### src/rtl/melody_pkg.sv
// ============================================================================
// Module   : melody_pkg
// Purpose  : Shared types and constants for the alarm melody sequencer.
//            Holds the sequencer state encoding, the rest-note code,
//            default bus widths and the duration counter width helper.
// Ports    : none (package)
// Config   : MELODY_LOOP_EN (used by melody_sequencer, not here)
// Revision : 1.0 - initial release
// ============================================================================
`default_nettype none

package melody_pkg;

  typedef enum logic [1:0] {
    ST_IDLE  = 2'd0,
    ST_FETCH = 2'd1,
    ST_LOAD  = 2'd2,
    ST_PLAY  = 2'd3
  } state_e;

  localparam int DEF_ADDR_W = 5;
  localparam int DEF_NOTE_W = 8;

  // Note code 0 is silence.
  localparam int REST_NOTE = 0;

  // Counter wide enough to hold NOTE_TICKS-1 with one spare bit.
  function automatic int dur_cnt_width(input int ticks);
    return $clog2(ticks) + 1;
  endfunction

endpackage

`default_nettype wire

### src/rtl/note_duration_counter.sv
// ============================================================================
// Module   : note_duration_counter
// Purpose  : Beat-tick down-counter that times how long one ROM slot is
//            held. Synchronous clear, load of a fixed value, decrement that
//            saturates at zero, and a zero flag.
// Ports    : clk     - system clock
//            rst_n   - synchronous active-low reset
//            clr_i   - force count to zero (highest priority after reset)
//            load_i  - load LOAD_VAL
//            dec_i   - decrement when non-zero
//            zero_o  - count equals zero
// Revision : 1.0 - initial release
// ============================================================================
`default_nettype none

module note_duration_counter #(
  parameter int CNT_W    = 3,
  parameter int LOAD_VAL = 3
) (
  input  logic clk,
  input  logic rst_n,
  input  logic clr_i,
  input  logic load_i,
  input  logic dec_i,
  output logic zero_o
);

  logic [CNT_W-1:0] cnt_q;
  logic [CNT_W-1:0] cnt_d;

  always_comb begin
    cnt_d = cnt_q;
    if (clr_i) begin
      cnt_d = '0;
    end else if (load_i) begin
      cnt_d = CNT_W'(LOAD_VAL);
    end else if (dec_i && (cnt_q != '0)) begin
      cnt_d = cnt_q - 1'b1;
    end
  end

  always_ff @(posedge clk) begin
    if (!rst_n) begin
      cnt_q <= '0;
    end else begin
      cnt_q <= cnt_d;
    end
  end

  assign zero_o = (cnt_q == '0);

endmodule

`default_nettype wire

### src/rtl/melody_sequencer.sv
// ============================================================================
// Module   : melody_sequencer
// Purpose  : Steps the alarm melody ROM (registered read, one-cycle latency)
//            and presents the current note to the tone generator. Each ROM
//            slot is held for NOTE_TICKS beat ticks.
// Ports    : clk        - system clock
//            rst_n      - synchronous active-low reset
//            start      - begin playback (honoured only in IDLE)
//            stop       - abort playback, highest priority
//            tick       - one-cycle beat enable
//            rom_note   - registered ROM data for rom_addr
//            rom_addr   - ROM address
//            note_out   - current note code
//            note_valid - tone enable (PLAY and note_out non-rest)
//            busy       - not IDLE
//            done       - one-cycle pulse on natural melody completion
// Config   : MELODY_LOOP_EN - when defined, the melody repeats from slot 0
//            until stopped and done never pulses.
// Revision : 1.0 - initial release
// ============================================================================
`default_nettype none

module melody_sequencer
  import melody_pkg::*;
#(
  parameter int ADDR_W     = DEF_ADDR_W,
  parameter int NOTE_W     = DEF_NOTE_W,
  parameter int LAST_ADDR  = 31,
  parameter int NOTE_TICKS = 4
) (
  input  logic              clk,
  input  logic              rst_n,
  input  logic              start,
  input  logic              stop,
  input  logic              tick,
  input  logic [NOTE_W-1:0] rom_note,
  output logic [ADDR_W-1:0] rom_addr,
  output logic [NOTE_W-1:0] note_out,
  output logic              note_valid,
  output logic              busy,
  output logic              done
);

  localparam int CNT_W = dur_cnt_width(NOTE_TICKS);
  localparam logic [NOTE_W-1:0] REST = NOTE_W'(REST_NOTE);
  localparam logic [ADDR_W-1:0] LAST = ADDR_W'(LAST_ADDR);

  state_e            state_q, state_d;
  logic [ADDR_W-1:0] addr_q,  addr_d;
  logic [NOTE_W-1:0] note_q,  note_d;
  logic              done_q,  done_d;

  logic cnt_clr;
  logic cnt_load;
  logic cnt_dec;
  logic cnt_zero;

  note_duration_counter #(
    .CNT_W    (CNT_W),
    .LOAD_VAL (NOTE_TICKS - 1)
  ) u_dur_cnt (
    .clk    (clk),
    .rst_n  (rst_n),
    .clr_i  (cnt_clr),
    .load_i (cnt_load),
    .dec_i  (cnt_dec),
    .zero_o (cnt_zero)
  );

  always_comb begin
    state_d  = state_q;
    addr_d   = addr_q;
    note_d   = note_q;
    done_d   = 1'b0;
    cnt_clr  = 1'b0;
    cnt_load = 1'b0;
    cnt_dec  = 1'b0;

    if ((state_q != ST_IDLE) && stop) begin
      // Abort: silence immediately, rewind, and never flag completion.
      state_d = ST_IDLE;
      addr_d  = '0;
      note_d  = REST;
      cnt_clr = 1'b1;
    end else begin
      unique case (state_q)
        ST_IDLE: begin
          if (start && !stop) begin
            addr_d  = '0;
            state_d = ST_FETCH;
          end
        end
        // ROM registers rom_addr on this edge; its data is valid in LOAD.
        ST_FETCH: state_d = ST_LOAD;
        ST_LOAD: begin
          note_d   = rom_note;
          cnt_load = 1'b1;
          state_d  = ST_PLAY;
        end
        ST_PLAY: begin
          if (tick) begin
            if (!cnt_zero) begin
              cnt_dec = 1'b1;
            end else if (addr_q != LAST) begin
              addr_d  = addr_q + 1'b1;
              state_d = ST_FETCH;
            end else begin
`ifdef MELODY_LOOP_EN
              addr_d  = '0;
              state_d = ST_FETCH;
`else
              note_d  = REST;
              done_d  = 1'b1;
              state_d = ST_IDLE;
`endif
            end
          end
        end
        default: state_d = ST_IDLE;
      endcase
    end
  end

  always_ff @(posedge clk) begin
    if (!rst_n) begin
      state_q <= ST_IDLE;
      addr_q  <= '0;
      note_q  <= REST;
      done_q  <= 1'b0;
    end else begin
      state_q <= state_d;
      addr_q  <= addr_d;
      note_q  <= note_d;
      done_q  <= done_d;
    end
  end

  assign rom_addr   = addr_q;
  assign note_out   = note_q;
  assign note_valid = (state_q == ST_PLAY) && (note_q != REST);
  assign busy       = (state_q != ST_IDLE);
  assign done       = done_q;

endmodule

`default_nettype wire

### config.mk
export PLATFORM = sky130hd
export DESIGN_NAME = melody_sequencer
export DESIGN_NICKNAME = d
export VERILOG_FILES = /design/src/rtl/melody_pkg.sv /design/src/rtl/note_duration_counter.sv /design/src/rtl/melody_sequencer.sv
export SDC_FILE = /design/constraint.sdc
export NUM_CORES = 1
export LEC_CHECK = 0
export CELL_PAD_IN_SITES_DETAIL_PLACEMENT = 0
export CELL_PAD_IN_SITES_GLOBAL_PLACEMENT = 1
export CORE_MARGIN = 2
export CORE_UTILIZATION = 36
export DETAILED_ROUTE_END_ITERATION = 8
export GPL_TIMING_DRIVEN = 0
export HOLD_SLACK_MARGIN = 0.08
export PLACE_DENSITY = 0.87
export SLEW_MARGIN = 20
export SYNTH_ARGS = -nofsm -noshare
export SYNTH_HDL_FRONTEND = slang
export SYNTH_SLANG_ARGS = --single-unit
export TNS_END_PERCENT = 20
### constraint.sdc
create_clock -name clk -period 1.9 [get_ports clk]
set_input_delay 0.19 -clock clk [delete_from_list [all_inputs] [get_ports clk]]
set_output_delay 0.19 -clock clk [all_outputs]
set_load 0.05 [all_outputs]
==> metrics.txt, run 1 <==
Via density 5.07; largest net degree at the start of global routing 11; area delta synth->final 34.3%; Stages on worst setup path 7; DR top layer met4; Fillers 262; DR WL met2 991 um; setup slack, reg-to-reg 90 ps; clk_skew 5.63 ps; r2r startpoint rom_addr[0]; Clk Latency, worst-skew pair 300 ps; clk buf depth 2; share of layout cells above drive strength 1 21.6%; Adder-Cell Fraction of Synth Area 9.37%; CP max-delay cell dfxtp_4; pins over their slew limit 0; initial antenna violation count 0; relative max-transition margin 66.4%; Fin. Hold Viols 0; Non-Filler Instances 165; sequential share of power 34.4%; Top delay family on crit path simple AND/OR/NAND/NOR gates; Worst-path clk slew 110 ps; Vias 837; Setup CP Type flop to flop; CP Max Fanout 4; CP max stage delay 370 ps; FF+latch area 385 um2; post-route minimum period 1810 ps; die area 3420 um2; switching power 588 uW; Num CTS Buffers 3; Tcrit/Tclk final 95.5%; DPL Wire Length 1.78 mm; nets 156; setup ws final 85.0 ps; vias in the first global route 847; XOR/XNOR Fraction of Synth Area 1.64%; CTS tree done; Starting Density 38.4%; wire length on met1 1.06 mm; Worst setup endpoint rom_addr[1]; area of the multi-input gates 668 um2; Setup crit end kind flop; Clk pwr share 15.1%; GR Overflow Total 0; Arr. time, crit path 2060 ps; status complete, no violations; dpl ws -31.8 ps; DRT Pass-1 Iters 4; CP Launch Point rom_addr[0]; Sw Ratio 42.3%; PnR Total Power 1390 uW; WP buf/inv 0; routed wire length 2.22 mm; Max rail drop VDD 622 uV; unrepaired setup endpoints after global routing false; reg2reg end rom_addr[1]; first-pass GRT wire length 3.73 mm; Iter 0 DRT Violations 18; mux cell area share after synthesis 10.9%; Post-CTS Setup Repair Bufs 0; total internal power 803 uW; Post-DRT Antenna Nets 0; Hold WC Path Type primary input to flop; die height 58.5 um; Worst Path Required 2150 ps; CP Cell Sequence ha_2 > and3_4 > ha_4 > and2b_2 > nor2b_4 > nor3b_4 > a22o_2; compound-gate portion of the synthesized area 11.5%; Avg Inst Size Synth 10.5 um2; met3 wire len 143 um; # placed instances 161; CTS H-tree lvls 1; Post-Syn Area 1070 um2; I/O pin cnt 29; diodes inserted 0; Seq/Total Area, Yosys 35.6%; Syn Inst Count 102; largest family of logic cells by synthesized area simple AND/OR/NAND/NOR gates; cts hold-fix bufs 0; Rows 19; cts repair resizes 7; Leakage Power 0.000525 uW; clock sinks 19; max-cap violations 0; PortBufs 28; Achievable Freq 551 MHz; Comb power frac 50.5%; Syn Nets 123; synthesized flop and latch total 19; DRC violations left 0; Power per Cell Area 969 nW/um2; DIE WIDTH 58.5 um; crit path launch type flop; Routed wire per std cell 13.4 um; core area 2780 um2; simple-gate share of the synthesized area 27.3%; Final GP Congestion 0.834; synth warn 0; count of cell types in the netlist 41; Finish-stage setup viols 0; measured slew at the worst slew-check pin 502 ps; Total Routing Usage GR 14.1%; r2r worst-path depth 7; clock tree root buffer cell clkbuf_4
[cell type report]
class	instances	area share, %
repair buffers	28	19.3
plain buffers	1	0.959
multi-input cells	75	46.6
well taps	31	2.70
clock buffers	4	1.83
inverters	7	1.83
flip-flops and latches	19	26.9
[cell usage after synthesis]
cell type / number / area [um2]
and3_4: 1 / 11.3
xnor2_1: 1 / 8.76
nor4_1: 3 / 18.8
mux2_2: 1 / 11.3
dfxtp_1: 19 / 380
nand2_4: 1 / 11.3
a311oi_1: 1 / 8.76
and3_1: 1 / 6.26
nor3_1: 4 / 20.0
nor3b_4: 1 / 18.8
nand2b_4: 2 / 27.5
a22o_1: 1 / 8.76
mux2i_1: 9 / 90.1
a221oi_1: 1 / 8.76
nand4b_1: 1 / 8.76
nand4_1: 2 / 12.5
a22oi_2: 1 / 12.5
nand3b_4: 1 / 20.0
o31ai_4: 1 / 21.3
and2b_2: 1 / 8.76
nor2_4: 1 / 11.3
a31o_2: 1 / 8.76
mux2_4: 1 / 15.0
nand2_1: 2 / 7.51
nor2b_4: 1 / 13.8
nor4bb_1: 1 / 10.0
inv_1: 7 / 26.3
o32ai_1: 1 / 8.76
nand2b_1: 1 / 6.26
and2_2: 2 / 15.0
a22o_2: 1 / 10.0
ha_1: 8 / 100
clkbuf_8: 1 / 13.8
o21ai_0: 3 / 15.0
and4bb_2: 1 / 12.5
nor2_1: 11 / 41.3
xor2_1: 1 / 8.76
a21oi_1: 1 / 5.00
a21boi_0: 1 / 7.51
nand3_1: 2 / 10.0
o211ai_1: 1 / 7.51
[kinds of logic (layout without fill, tap and decap cells)]
| logic type | count (synthesis) | in the layout |
|---|---|---|
| buf+inv | 8 | 40 |
| simple gates | 40 | 40 |
| compound gates | 14 | 14 |
| fa+ha+maj | 8 | 8 |
| xor+xnor | 2 | 2 |
| flops | 19 | 19 |
| mux | 11 | 11 |
[per-layer routing]
layer	up-vias	GRT usage [%]
met5	-	0
met3	2	2.64
li1	435	-
met4	0	4.98
met2	26	23.0
met1	374	18.6
[power groups by stage]
stage                     clock network [uW]  registers (uW)  logic (uW)
after floorplan                            0             553         469
after detailed placement                   0             489         712
after CTS                                214             480         710
after global placement                     0             486         700
after global routing                     227             487         772
final                                    211             478         702
[placed cells by master (no fill, tap or decap), drive strengths merged, types with 2 or more instances in the layout]
cell type      count
nand2b             3
clkdlybuf4s50     26
nor4               3
nor3               4
mux2i              9
o21ai              3
nor2              12
and3               2
dfxtp             19
clkbuf             5
ha                 8
nand2              3
a22o               2
inv                7
mux2               2
and2               2
nand3              2
nand4              2
[how the worst min path moves through the flow]
stage / depth (start not counted) / startpoint / to
after global placement: 1 / rom_addr[1] / rom_addr[1]
final: 3 / rom_note[3] / note_out[3]
after CTS: 3 / rom_note[3] / note_out[3]
after detailed placement: 1 / rom_addr[4] / rom_addr[4]
after floorplan: 2 / rst_n / rom_addr[3]
after global routing: 3 / rom_note[0] / note_out[0]
[registers in the layout, summed over array words and instances (netlist names)]
| signal | flops |
|---|---|
| done | 1 |
| note_out | 8 |
| rom_addr | 5 |
| state_q | 2 |
| u_dur_cnt.cnt_q | 3 |
[worst reg2reg max path, stage by stage, from the launching register on]
cell	delay, ps
dfxtp_4	370
ha_2	190
and3_4	180
ha_4	170
and2b_2	220
nor2b_4	160
nor3b_4	270
a22o_2	190
[per-stage QoR]
step                      utilization, %  instance area, um2  hold slack, ps  TNS, ps
after floorplan                        -                1070             332    -78.5
after global placement              50.0                1390             481    -8.08
after detailed placement            50.0                1390             493    -50.6
after CTS                           51.1                1420             508        0
after global routing                51.6                1440             522        0
final                               51.6                1440             503        0
(Power assumes the default switching activity.)
==> run 2: changes to the inputs <==
SKIP_LAST_GASP = 1   (was not set)
==> run 2 against run 1 <==
Cell count unchanged. Flip-flop and latch count unchanged. Worst setup slack worse by 67 ps. Worst hold slack about the same. Via count down 0.12%. Combinational power down 1%. Sequential power about the same. Sequential share of layout area up 0.20 points. Die area unchanged. Global-route usage unchanged. Clock skew down 1.5 ps.
==> metrics.txt, run 2 (synthesis gave the netlist of run 1 again) <==
measured slew at the worst slew-check pin 502 ps (+0.000894 ps); Arr. time, crit path 2130 ps (+70 ps); status complete, no violations; CP Cell Sequence ha_1 > and3_1 > ha_2 > and2b_2 > nor2b_4 > nor3b_4 > a22o_2; clk buf depth 2 (unchanged); Setup crit end kind flop; Final Instance Area 1420 um2 (-1.4%); area of the multi-input gates 651 um2 (-2.6%); Finish-stage setup viols 0 (unchanged); largest net degree at the start of global routing 11 (unchanged); Top delay family on crit path simple AND/OR/NAND/NOR gates; CTS H-tree lvls 1 (unchanged); CP Max Fanout 4 (unchanged); Hold WC Path Type primary input to flop; cts repair resizes 4 (-3); max-cap violations 0 (unchanged); clock sinks 19 (unchanged); Iter 0 DRT Violations 21 (+3); Vias 836 (-0.12%); Worst-path clk slew 110 ps (about the same); core area 2780 um2 (unchanged); crit path launch type flop; Post-DRT Antenna Nets 0 (unchanged); Achievable Freq 531 MHz (-3.6%); DPL Wire Length 1.78 mm (unchanged); Rows 19 (unchanged); Leakage Power 0.000528 uW (+0.59%); FF+latch area 383 um2 (-0.65%); Post-CTS Setup Repair Bufs 0 (unchanged); clk_skew 4.11 ps (-1.52 ps); PnR Total Power 1380 uW (-0.49%); Final GP Congestion 0.834 (unchanged); die area 3420 um2 (unchanged); diodes inserted 0 (unchanged); clock tree root buffer cell clkbuf_4; Via density 5.07 (-0.12%); PortBufs 28 (unchanged); cts hold-fix bufs 0 (unchanged); post-placement cell area 1390 um2 (unchanged); nets 156 (unchanged); die height 58.5 um (unchanged); DRT Pass-1 Iters 4 (unchanged); setup TNS 0 ps (unchanged); Total Routing Usage GR 14.1% (unchanged); GR Overflow Total 0 (unchanged); most common cell after layout, fill and taps aside clkdlybuf4s50_1; Clk Latency, worst-skew pair 300 ps (about the same); CP max stage delay 360 ps (about the same); max reg flops 8 (unchanged); DRC violations left 0 (unchanged); CP max-delay cell dfxtp_2; post-route minimum period 1880 ps (+67.1 ps); final core occ 50.9% (-0.72 points); Num CTS Buffers 3 (unchanged); pins over their slew limit 0 (unchanged); Setup CP Type flop to flop; Starting Density 38.4% (unchanged); most frequent cells in the layout clkdlybuf4s50_1, dfxtp_1, nor2_1; Power per Cell Area 978 nW/um2 (+0.92%); area delta synth->final 32.4%; Max rail drop VDD 622 uV (about the same); relative max-transition margin 66.4% (unchanged); Fillers 266 (+1.5%); Fin. Hold Viols 0 (unchanged); Tcrit/Tclk final 99.1% (+3.5 points); vias in the first global route 847 (unchanged); initial antenna violation count 0 (unchanged); share of layout cells above drive strength 1 20.1% (-1.5 points); unrepaired setup endpoints after global routing true; CTS tree done; I/O pin cnt 29 (unchanged); WP buf/inv 0 (unchanged); first-pass GRT wire length 3.73 mm (unchanged); DIE WIDTH 58.5 um (unchanged); Worst Path Required 2150 ps (about the same); routed wire length 2.22 mm (unchanged); Routed wire per std cell 13.4 um (unchanged)
run 2: layer usage:
layer | global-route usage [%] | wire [um] | vias up
met1 | 18.6 | 1070 | 372
met4 | 4.98 | 19 | 0
met3 | 2.64 | 140 | 2
met5 | 0 | 0 | -
met2 | 23.0 | 990 | 26
li1 | - | - | 436
run 2: per-stage QoR:
stage / worst slack (ps) / hold slack (ps) / cells
6_report: 17.9 / 503 / 165
5_1_grt: -57.1 / 522 / 165
4_1_cts: -42.3 / 508 / 165
3_5_place_dp: -31.8 / 493 / 161
3_3_place_gp: -8.08 / 481 / 161
2_1_floorplan: -43.1 / 332 / 102
run 2: final cells by class:
| type | count | share of cell area [%] |
|---|---|---|
| Sequential cell | 19 | 27.1 |
| Timing Repair Buffer | 28 | 19.5 |
| Tap cell | 31 | 2.74 |
| Clock buffer | 4 | 1.86 |
| Inverter | 7 | 1.86 |
| Multi-Input combinational cell | 75 | 46.0 |
| Buffer | 1 | 0.973 |
run 2: worst register-to-register path: cells and delay by family, from the launching register on:
family                   cells  cell delay (ps)
AND/OR/NAND/NOR              4              860
adder cells (fa/ha/maj)      2              430
AO/OA/AOI/OAI                1              190
flip-flops                   1              360
run 2: path summary, 6_finish.rpt:
path,to,startpoint,slack (ps),cells past startpoint
worst max register to register,rom_addr[1],rom_addr[0],20,7
worst min-delay path,note_out[3],rom_note[3],500,3
worst min register to register,rom_addr[4],rom_addr[4],520,1
worst max-delay path,rom_addr[1],rom_addr[0],20,7
run 2: where the power goes:
| group | internal, uW | switching (uW) | total (uW) |
|---|---|---|---|
| clock | 82.0 | 130 | 212 |
| sequential | 446 | 33.6 | 479 |
| combinational | 266 | 426 | 693 |
| total | 794 | 590 | 1380 |
==> run 3: changes to the inputs <==
clock period = 2.1 ns   (was 1.9 ns; I/O delays follow)
==> run 3 against run 2 <==
Routed wire length shrank 1.8%. Utilization is 0.13 points higher. Critical path depth fell by 3. Global-route usage down 0.38 points. Worst hold slack better by 15 ps. Sequential power decreased by 9.6%. Register-to-register slack improved by 140 ps.
==> metrics.txt, run 3 (synthesis gave the netlist of run 1 again) <==
r2r worst-path depth 7 (unchanged); Setup crit end kind primary output; max reg flops 8 (unchanged); PnR Total Power 1260 uW (-8.6%); Rows 19 (unchanged); DRT Pass-1 Iters 4 (unchanged); DIE WIDTH 58.5 um (unchanged); CTS tree done; Finish-stage setup viols 0 (unchanged); Min Hold Slack 518 ps (+15.2 ps); Achievable Freq 496 MHz; first-pass GRT wire length 3.68 mm (-1.3%); GR Util met2 23.8% (+0.80 points); final core occ 51.0% (+0.13 points); Final GP Congestion 0.781 (-6.3%); diodes inserted 0 (unchanged); Worst Path Required 1890 ps (-260 ps); Hold Crit Depth 3 (unchanged); cts hold-fix bufs 0 (unchanged); Final Instance Area 1420 um2 (+0.26%); Iter 0 DRT Violations 6 (-71%); I/O pin cnt 29 (unchanged); largest net degree at the start of global routing 12 (+1); clk buf depth 2 (unchanged); sequential share of power 34.2% (-0.4 points); clock sinks 19 (unchanged); Min-Delay Startpoint rom_note[2]; setup TNS 0 ps (unchanged); Comb power frac 50.8% (+0.8 points); r2r startpoint rom_addr[0]; Fin. Hold Viols 0 (unchanged); PortBufs 28 (unchanged); reg2reg end rom_addr[0]; CP Max Fanout 10 (+6); nets 156 (unchanged); CTS H-tree lvls 1 (unchanged); post-route minimum period 2020 ps; crit path launch type flop; unrepaired setup endpoints after global routing true; Hold WC Path Type primary input to flop; clock tree root buffer cell clkbuf_4; Routed wire per std cell 13.2 um (-1.8%); Worst-path clk slew 120 ps (about the same); clk_skew 7.73 ps (+3.62 ps); Fillers 274 (+3.0%); Setup CP Type flop to primary output; die height 58.5 um (unchanged); Sw Ratio 42.4% (-0.17 points); Clk pwr share 15.0% (-0.3 points); GR Overflow Total 0 (unchanged); Power per Cell Area 891 nW/um2 (-8.8%); post-placement cell area 1390 um2 (unchanged); initial antenna violation count 0 (unchanged); Via density 5.17 (+2.0%); setup slack, reg-to-reg 160 ps (+140 ps); Num CTS Buffers 3 (unchanged); Top Usage Layer GRT met2; Clk Latency, worst-skew pair 300 ps (about the same); Max rail drop VDD 724 uV (+16%); DRC violations left 0 (unchanged); area delta synth->final 32.8%; worst hold endpoint note_out[2]; met3 Track Usage GR 4.18% (+1.5 points); measured slew at the worst slew-check pin 514 ps (+12.4 ps); die area 3420 um2 (unchanged); Total Routing Usage GR 13.7% (-0.38 points); Vias 853 (+2.0%); status complete, no violations; total internal power 728 uW (-8.3%); Tcrit/Tclk final 96.0%; Post-DRT Antenna Nets 0 (unchanged); switching power 537 uW (-9.0%); DPL Wire Length 1.70 mm (-4.7%); max-cap violations 0 (unchanged); share of layout cells above drive strength 1 18.7% (-1.5 points); most common cell after layout, fill and taps aside clkdlybuf4s50_1; most frequent cells in the layout clkdlybuf4s50_1, dfxtp_1, nor2_1; GR Layer Usage met1 17.3% (-1.3 points); Arr. time, crit path 1810 ps (-320 ps); routed wire length 2.18 mm (-1.8%); core area 2780 um2 (unchanged); Starting Density 38.4% (unchanged); Leakage Power 0.000552 uW (+4.4%); relative max-transition margin 65.6% (-0.83 points); vias in the first global route 844 (-0.35%); pins over their slew limit 0 (unchanged)
run 3: changes by cell type in the layout (fill, tap and decap cells not counted), sizes merged:
cell / change
dlygate4sd2: +1
dlymetal6s2s: +1
clkbuf: -2
clkdlybuf4s15: -1
clkinv: +1
run 3: layout make-up:
cell class / count / area (um2) / share of cell area (%)
multi-input cells: 75 / 648 / 45.7
flip-flops and latches: 19 / 383 / 27.0
repair buffers: 28 / 282 / 19.8
well taps: 31 / 38.8 / 2.73
inverters: 7 / 26.3 / 1.85
clock buffers: 3 / 22.5 / 1.59
plain buffers: 1 / 13.8 / 0.970
clock inverters: 1 / 5.00 / 0.353
run 3: worst max-delay path, cell delays in order, from the launching register on:
cell	delay (ps)
dfxtp_1	410
ha_1	210
clkbuf_8	180
a21boi_0	170
dlygate4sd2_1	540
run 3: power by group through the flow:
stage | clock, uW | combinational [uW] | sequential [uW]
floorplan | 0 | 424 | 501
global placement | 0 | 631 | 439
detailed placement | 0 | 648 | 444
CTS | 199 | 650 | 435
global route | 211 | 707 | 441
finish | 190 | 642 | 433
run 3: worst max path at each step:
stage,from,to,slack [ps],cells past startpoint
6_report,state_q[1],note_valid,80,4
5_1_grt,state_q[1],note_valid,-40,4
4_1_cts,state_q[1],busy,-130,4
3_5_place_dp,state_q[1],note_valid,110,4
3_3_place_gp,state_q[1],note_valid,150,4
2_1_floorplan,note_out[0],note_valid,-20,2
run 3: through the flow:
| step | std cells | setup slack, ps |
|---|---|---|
| after floorplan | 102 | -21.6 |
| after global placement | 161 | 154 |
| after detailed placement | 161 | 110 |
| after CTS | 165 | -134 |
| after global routing | 165 | -42.2 |
| final | 165 | 83.6 |
run 3: metal layers:
| layer | wire [um] | share of wire (%) |
|---|---|---|
| met1 | 990 | 45 |
| met2 | 1050 | 48 |
| met3 | 133 | 6.1 |
| met4 | 0 | 0 |
| met5 | 0 | 0 |
run 3: what timing repair did:
item	4_1_cts	5_1_grt
endpoints found under the setup margin	2	2
buffers inserted	0	0
gates resized for setup	1	1
